## src/rtl/payload_capture.sv

```systemverilog
// Captures payload_length I/Q samples after each detect pulse into a FIFO and
// streams them out on valid/ready, tagging the final sample of each packet.
module payload_capture #(
  parameter int DATA_W     = 16,
  parameter int FIFO_DEPTH = 64,
  parameter int ADDR_W     = 6,
  parameter int MAX_LEN    = 1024
) (
  input  logic              Clk,
  input  logic              rst,
  input  logic              valid_i,
  input  logic [DATA_W-1:0] r_i,
  input  logic [DATA_W-1:0] i_i,
  input  logic              detect_i,
  input  logic [15:0]       payload_length_i,
  output logic              out_valid_o,
  input  logic              out_ready_i,
  output logic [DATA_W-1:0] out_r_o,
  output logic [DATA_W-1:0] out_i_o,
  output logic              out_last_o,
  output logic              busy_o,
  output logic              done_o,
  output logic              len_err_o,
  output logic              overflow_o
);

  localparam logic [1:0] IDLE    = 2'd0;
  localparam logic [1:0] CAPTURE = 2'd1;
  localparam logic [1:0] DONE    = 2'd2;

  localparam int ENTRY_W = 2 * DATA_W + 1;
  localparam int CNT_W   = $clog2(MAX_LEN + 1);

  localparam logic signed [15:0] MAX_LEN_S = 16'(MAX_LEN);

  logic [1:0]       state;
  logic [1:0]       state_next;
  logic [CNT_W-1:0] remaining;
  logic [CNT_W-1:0] remaining_next;
  logic             len_err;
  logic             len_err_next;
  logic             overflow;
  logic             overflow_next;

  logic [ADDR_W:0]  wr_ptr;
  logic [ADDR_W:0]  rd_ptr;
  logic             fifo_empty;
  logic             fifo_full;
  logic             push_req;
  logic             push;
  logic             pop;
  logic             drop;
  logic             len_ok;
  logic             entry_last;

  logic [ENTRY_W-1:0] mem [FIFO_DEPTH];
  logic [ENTRY_W-1:0] head;

  assign len_ok = ($signed(payload_length_i) > 16'sd0) &&
                  ($signed(payload_length_i) <= MAX_LEN_S);

  assign fifo_empty = (wr_ptr == rd_ptr);
  assign fifo_full  = (wr_ptr[ADDR_W] != rd_ptr[ADDR_W]) &&
                      (wr_ptr[ADDR_W-1:0] == rd_ptr[ADDR_W-1:0]);

  assign push_req   = (state == CAPTURE) && valid_i;
  assign pop        = !fifo_empty && out_ready_i;
  // A pop in the same cycle frees the slot, so a push into a full FIFO still lands.
  assign push       = push_req && (!fifo_full || pop);
  assign drop       = push_req && fifo_full && !pop;
  assign entry_last = (remaining == CNT_W'(1));

  always_comb begin
    state_next     = state;
    remaining_next = remaining;
    len_err_next   = len_err;
    overflow_next  = overflow;

    case (state)
      IDLE: begin
        if (detect_i) begin
          overflow_next = 1'b0;
          len_err_next  = !len_ok;
          if (len_ok) begin
            remaining_next = payload_length_i[CNT_W-1:0];
            state_next     = CAPTURE;
          end
        end
      end
      CAPTURE: begin
        if (valid_i) begin
          remaining_next = remaining - CNT_W'(1);
          if (entry_last) begin
            state_next = DONE;
          end
        end
      end
      DONE: begin
        state_next = IDLE;
      end
      default: begin
        state_next = IDLE;
      end
    endcase

    if (drop) begin
      overflow_next = 1'b1;
    end
  end

  always_ff @(posedge Clk or negedge rst) begin
    if (!rst) begin
      state     <= IDLE;
      remaining <= '0;
      len_err   <= 1'b0;
      overflow  <= 1'b0;
    end else begin
      state     <= state_next;
      remaining <= remaining_next;
      len_err   <= len_err_next;
      overflow  <= overflow_next;
    end
  end

  always_ff @(posedge Clk or negedge rst) begin
    if (!rst) begin
      wr_ptr <= '0;
      rd_ptr <= '0;
    end else begin
      if (push) begin
        wr_ptr <= wr_ptr + 1'b1;
      end
      if (pop) begin
        rd_ptr <= rd_ptr + 1'b1;
      end
    end
  end

  // Storage is cleared on reset so the head outputs read as zero afterwards.
  always_ff @(posedge Clk or negedge rst) begin
    if (!rst) begin
      for (int k = 0; k < FIFO_DEPTH; k++) begin
        mem[k] <= '0;
      end
    end else if (push) begin
      mem[wr_ptr[ADDR_W-1:0]] <= {entry_last, r_i, i_i};
    end
  end

  assign head        = mem[rd_ptr[ADDR_W-1:0]];
  assign out_valid_o = !fifo_empty;
  assign out_last_o  = head[ENTRY_W-1];
  assign out_r_o     = head[2*DATA_W-1:DATA_W];
  assign out_i_o     = head[DATA_W-1:0];

  assign busy_o     = (state == CAPTURE);
  assign done_o     = (state == DONE);
  assign len_err_o  = len_err;
  assign overflow_o = overflow;

endmodule

```

## config.mk

```make
export PLATFORM = sky130hd
export DESIGN_NAME = payload_capture
export DESIGN_NICKNAME = d
export VERILOG_FILES = /design/src/rtl/payload_capture.sv
export SDC_FILE = /design/constraint.sdc
export NUM_CORES = 2
export LEC_CHECK = 0
export CORE_MARGIN = 4
export CORE_UTILIZATION = 55
export DETAILED_ROUTE_END_ITERATION = 10
export MAX_ROUTING_LAYER = met4
export PLACE_DENSITY = 0.78
export SYNTH_ARGS = -nofsm -noshare
export SYNTH_HDL_FRONTEND = slang
export SYNTH_SLANG_ARGS = --single-unit
```

## constraint.sdc

```tcl
create_clock -name Clk -period 6 [get_ports Clk]
set_input_delay 1.2 -clock Clk [delete_from_list [all_inputs] [get_ports Clk]]
set_output_delay 1.2 -clock Clk [all_outputs]
set_load 0.02 [all_outputs]
```

### Word level (Yosys, flattened, before mapping)

Index checks and enable logic that the tools add are counted.

| word-level totals | value |
|---|---|
| word-level logic and storage cells | 129 |
| output and inout port bits | 38 |
| bits in registers | 2141 |
| input port bits | 53 |

| operators by class | value |
|---|---|
| multiplexer cells | 18 |
| eq/ne operators | 10 |
| add/subtract/negate cells | 3 |
| $lt $le $gt $ge | 5 |
| reductions and logical operators | 21 |
| bitwise logic cells | 2 |

Operators with widths:

| operator | number |
|---|---|
| bitwise mux 2112 bit | 1 |
| binary-select mux 33 bit (select 6 bit) | 1 |
| demux 33 bit (select 6 bit) | 1 |
| two-way mux 33 bit | 3 |
| two-way mux 11 bit | 3 |
| case mux 11 bit (2 select lines) | 1 |
| greater-than comparator 16 x 1 -> 1 bit, second input constant | 1 |
| <= comparator 16 x 12 -> 1 bit, second input constant | 1 |
| adder 7 x 1 -> 7 bit, second input constant | 2 |
| greater-or-equal comparator 7 bit, second input constant | 2 |
| NOT 6 -> 7 bit | 2 |
| == test 11 x 1 -> 1 bit, second input constant | 1 |
| subtractor 11 x 1 -> 11 bit, second input constant | 1 |
| logical AND 1 bit | 8 |
| two-way mux 2 bit | 4 |
| AND reduction 4 bit | 2 |
| == test 7 bit | 1 |
| < comparator 7 x 1 -> 1 bit, second input constant | 1 |
| == test 6 bit | 1 |
| inequality test 2 bit, second input constant | 3 |
| nonzero test 2 bit | 3 |
| logical NOT 1 bit | 4 |
| case mux 2 bit (2 select lines) | 1 |
| AND reduction 2 bit | 2 |
| other kinds (7) | 9 |

### Longest topological paths before layout

| logic depth | value |
|---|---|
| word-level depth | 7 |
| gate-level depth with buffers | 11 |

### Least setup slack after synthesis

No wires, ideal clock.

| timing | value |
|---|---|
| path type | reg-to-output |
| start | register rd_ptr[0] |
| end | output port out_r_o[2] |
| data required time | 4.800 ns |
| slack | 2.078 ns |
| arrival time | 2.722 ns |
| cell stages (with the launch flop) | 8 |
| path buffers | 3 |
| cell sequence | dfrtp_1 -> clkbuf_1 -> clkbuf_1 -> buf_1 -> mux4_2 -> mux4_2 -> a22oi_1 -> o21ai_0 |

| between the ends | value |
|---|---|
| cells in the longest elaborated chain, start to end | 4 |

Ends and longest elaborated chain:

| item | RTL line | RTL |
|---|---|---|
| start, declared | 46 | `logic [ADDR_W:0] rd_ptr;` |
| start signal, assigned | 134 | `rd_ptr <= rd_ptr + 1'b1;` |
| NOT 6 -> 7 bit (not written as such) | 150 | `assign head = mem[rd_ptr[ADDR_W-1:0]];` |
| binary-select mux 33 bit (select 6 bit) | 150 |  |
| two-way mux 33 bit (not written as such) (2 in a row) | 150 |  |
| end, declared | 18 | `output logic [DATA_W-1:0] out_r_o,` |

Every way passes these cells. The select of a mux whose other input is x is not followed.

### Worst setup path in the final report

| timing | value |
|---|---|
| start | register rd_ptr[0] |
| end | output port out_r_o[15] |

The elaborated chain is that of the path after synthesis.

==> flow_summary_export.csv <==
group,metric,value,unit
setup_path,r2r-start,"state[1]$_DFFE_PN0P_",
detailed_routing,drt-met1-wl,109000,um
detailed_routing,met3_length,21200,um
logic_synthesis,yosysWarningCount,0,
global_routing,number_of_antenna_violations_at_the_first_check_in_global_routing,13,
floorplan,die_area,183000,sq um
logic_synthesis,yosysSeqAreaShare,0.552,
detailed_routing,detailroute.wirelength.met2,126000,um
finish,layout_common_cells,"2137 x sky130_fd_sc_hd__dfrtp_1, 2124 x sky130_fd_sc_hd__mux2_2, 590 x sky130_fd_sc_hd__mux4_2",
detailed_routing,wl_per_cell,31.7,um
floorplan,fp-row-count,153,
logic_synthesis,yosys_register_bits,2141,
global_routing,grt_overflow_total,0,
power_and_ir_drop,power-per-cell-area,461,nW/um^2
finish,layout_commonest_cell,"sky130_fd_sc_hd__dfrtp_1",
timing,final.period_utilization,0.974,
clock_tree,numCtsBuffers,213,
global_routing,first_pass_grt_wire_length,400000,um
finish,final-seq-area,53600,sq um
min_path,min_path_type,"in2async",
outcome,outcome,"finished, final reports clean",
setup_path,criticalPathCategory,"reg2out",
timing,worst_pin_slew,1.45,ns
floorplan,starting_utilization_of_the_core_area,0.556,
finish,fillCellCount,12429,
timing,finalCriticalPeriod,5.85,ns
detailed_routing,number_of_remaining_drc_errors,0,
setup_path,critical_path.endpoint_type,"primary output",
logic_synthesis,synthesized_net_count,6113,
setup_path,cp_data_arrival_time,4.65,ns
floorplan,die_width,428,um
power_and_ir_drop,peakVddDrop,0.390,mV
finish,nNetsFinal,5995,
finish,syn_to_final_growth,11.1,%
detailed_routing,highest_metal_used,"met4",
clock_tree,tritoncts,"built",
finish,multi_input_comb_area,41200,sq um
timing,worst_slew_slack_as_a_fraction_of_its_limit,0.0286,
logic_synthesis,synthDistinctLibCells,61,
logic_synthesis,edff_count_synth,0,
clock_tree,cts_setup_buffers,0,
placement,half_perimeter_wire_length_after_detailed_placement,157000,um
setup_path,cp-start-kind,"flop",
timing,final-setup-viol-count,0,
detailed_routing,count_of_nets_left_with_antenna_violations_after_detail_routing,0,
timing,fin_worst_hold_slack,0.364,ns
setup_path,worst_setup_path_start,"rd_ptr[0]$_DFFE_PN0P_",
floorplan,chipHeight,428,um
timing,rsz0062_at_grt,"false",
clock_tree,clock_sinks,2141,
timing,clock_skew_after_layout,0.0238,ns
detailed_routing,routed_wirelength,267000,um
detailed_routing,via_count,55939,
global_routing,grt_max_degree,164,
detailed_routing,detailed_router_iteration_count_before_antenna_repair,5,
placement,port_buffers,90,
clock_tree,clkTransAtPathRegs,0.06,ns
global_routing,groute.usage.overall,0.302,
placement,gp_routability_congestion,0.850,
timing,setup_tns,0,ns
timing,finalHoldViolations,0,
logic_synthesis,postSynthAreaPerCell,16.0,sq um
global_routing,grt_pass1_vias,58950,
floorplan,core-area,175000,sq um
finish,drive_gt1_frac,0.553,
clock_tree,clock_tree.htree_level_count,4,
job,max-cap-violations,0,
logic_synthesis,postSynthCellCount,6056,
power_and_ir_drop,static-leakage-power,0.0509,uW
clock_tree,insertion_delay,0.84,ns
setup_path,cp_max_fo,26,
timing,finalMaxSlewViolations,0,
floorplan,top_level_i_o_count,91,
timing,timing.fmax,171,MHz
detailed_routing,drt_iter0_drc,5147,
setup_path,worst_ep_required_time,4.80,ns
logic_synthesis,ys_async_sr_fraction,1.00,
logic_synthesis,netlist_area,97100,sq um
logic_synthesis,synth_flop_cell,"sky130_fd_sc_hd__dfrtp_1",
clock_tree,clk_root_buffer_cell,"sky130_fd_sc_hd__clkbuf_16",
detailed_routing,post_drt_via_cell_ratio,6.63,
clock_tree,max-clock-path-buffers,3,
==> power breakdown <==
group          internal, uW  switching [uW]  leakage [uW]
combinational          8200            7760        0.0185
sequential            18200            2150        0.0290
clock                  7690            5750       0.00350
==> cell type report <==
class | instances | area share
sequential | 2141 | 0.496
clock buffer | 320 | 0.0584
tap | 2325 | 0.0270
antenna | 4 | 0.0000927
timing repair buffer | 292 | 0.0286
inverter | 11 | 0.000452
multi-input combinational | 3279 | 0.382
clock inverter | 69 | 0.00715
==> worst max-delay path, stage by stage, from the launching register on <==
cell                              delay [ns]
sky130_fd_sc_hd__dfrtp_4                0.75
sky130_fd_sc_hd__buf_12                 0.30
sky130_fd_sc_hd__or3b_2                 0.71
sky130_fd_sc_hd__o22ai_1                0.29
sky130_fd_sc_hd__a211o_1                0.20
sky130_fd_sc_hd__a21oi_1                0.19
sky130_fd_sc_hd__o31ai_2                0.53
sky130_fd_sc_hd__buf_4                  0.20
sky130_fd_sc_hd__clkdlybuf4s50_1        0.60
==> metrics by stage <==
stage               utilization  total power, uW  setup WS (ns)  std cells  cell area [sq um]
floorplan                     -            30900           2.08       6056              97100
global placement          0.577            35900          0.919       8047             101000
detailed placement        0.577            36500          0.945       8047             101000
CTS                       0.617            49900          0.144       8436             108000
global route              0.618            51800         0.0469       8440             108000
finish                    0.618            49700          0.154       8441             108000
==> logic make-up after synthesis <==
kind of cell,synth area share
xor+xnor,0.00180
simple gates,0.0133
mux,0.391
flops,0.552
buf+inv,0.0267
fa+ha+maj,0.000515
compound gates,0.0150
==> routing by layer <==
layer	vias to the layer above	track usage
li1	22369	-
met1	30818	0.405
met2	2168	0.459
met3	584	0.0660
met4	0	0.111
met5	-	-
==> cells in the mapped netlist (all sizes together) (4+ instances only) <==
cell type,number,area (sq um)
dfrtp,2141,53600
mux2,2124,23900
mux4,590,13300
clkbuf,344,1290
buf,281,1260
nand2,103,427
mux2i,78,781
nor2,67,251
o22ai,46,288
o21ai,34,170
nor3,25,125
a22oi,17,128
a21oi,15,75.1
o221ai,15,131
xnor2,13,114
nor2b,11,68.8
a211oi,10,75.1
nand3,9,45.0
o2bb2ai,9,78.8
o31ai,9,67.6
a2111oi,8,164
inv,8,30.0
nor4,8,56.3
nand2b,7,43.8
nand4,7,43.8
xor2,7,61.3
a221oi,6,52.6
o211ai,6,45.0
or2,6,37.5
and2,5,31.3
nor3b,5,37.5
a2111o,4,45.0
ha,4,50.1
nand3b,4,30.0
==> final timing paths <==
path | end | slack [ns] | cells past startpoint
hold / removal | mem[12]$_DFFE_PN0P_ | 0.36 | 1
min in group Clk | mem[697]$_DFFE_PN0P_ | 0.50 | 1
max in group asynchronous | mem[160]$_DFFE_PN0P_ | 4.15 | 2
setup / recovery | out_r_o[15] | 0.15 | 8
setup reg to reg | mem[933]$_DFFE_PN0P_ | 1.31 | 7
hold reg to reg | mem[697]$_DFFE_PN0P_ | 0.50 | 1
==> what timing repair did <==
item	4_1_cts	5_1_grt
endpoints found under the setup margin	1	0
hold buffers	0	0
gates resized for setup	1	0
==> state kept, by name, summed over array words and instances, names as in the netlist <==
name / flops
wr_ptr: 7
len_err_o: 1
rd_ptr: 7
overflow_o: 1
remaining: 11
state: 2
mem: 2112
Note: power is estimated with default switching activity, not from simulation.
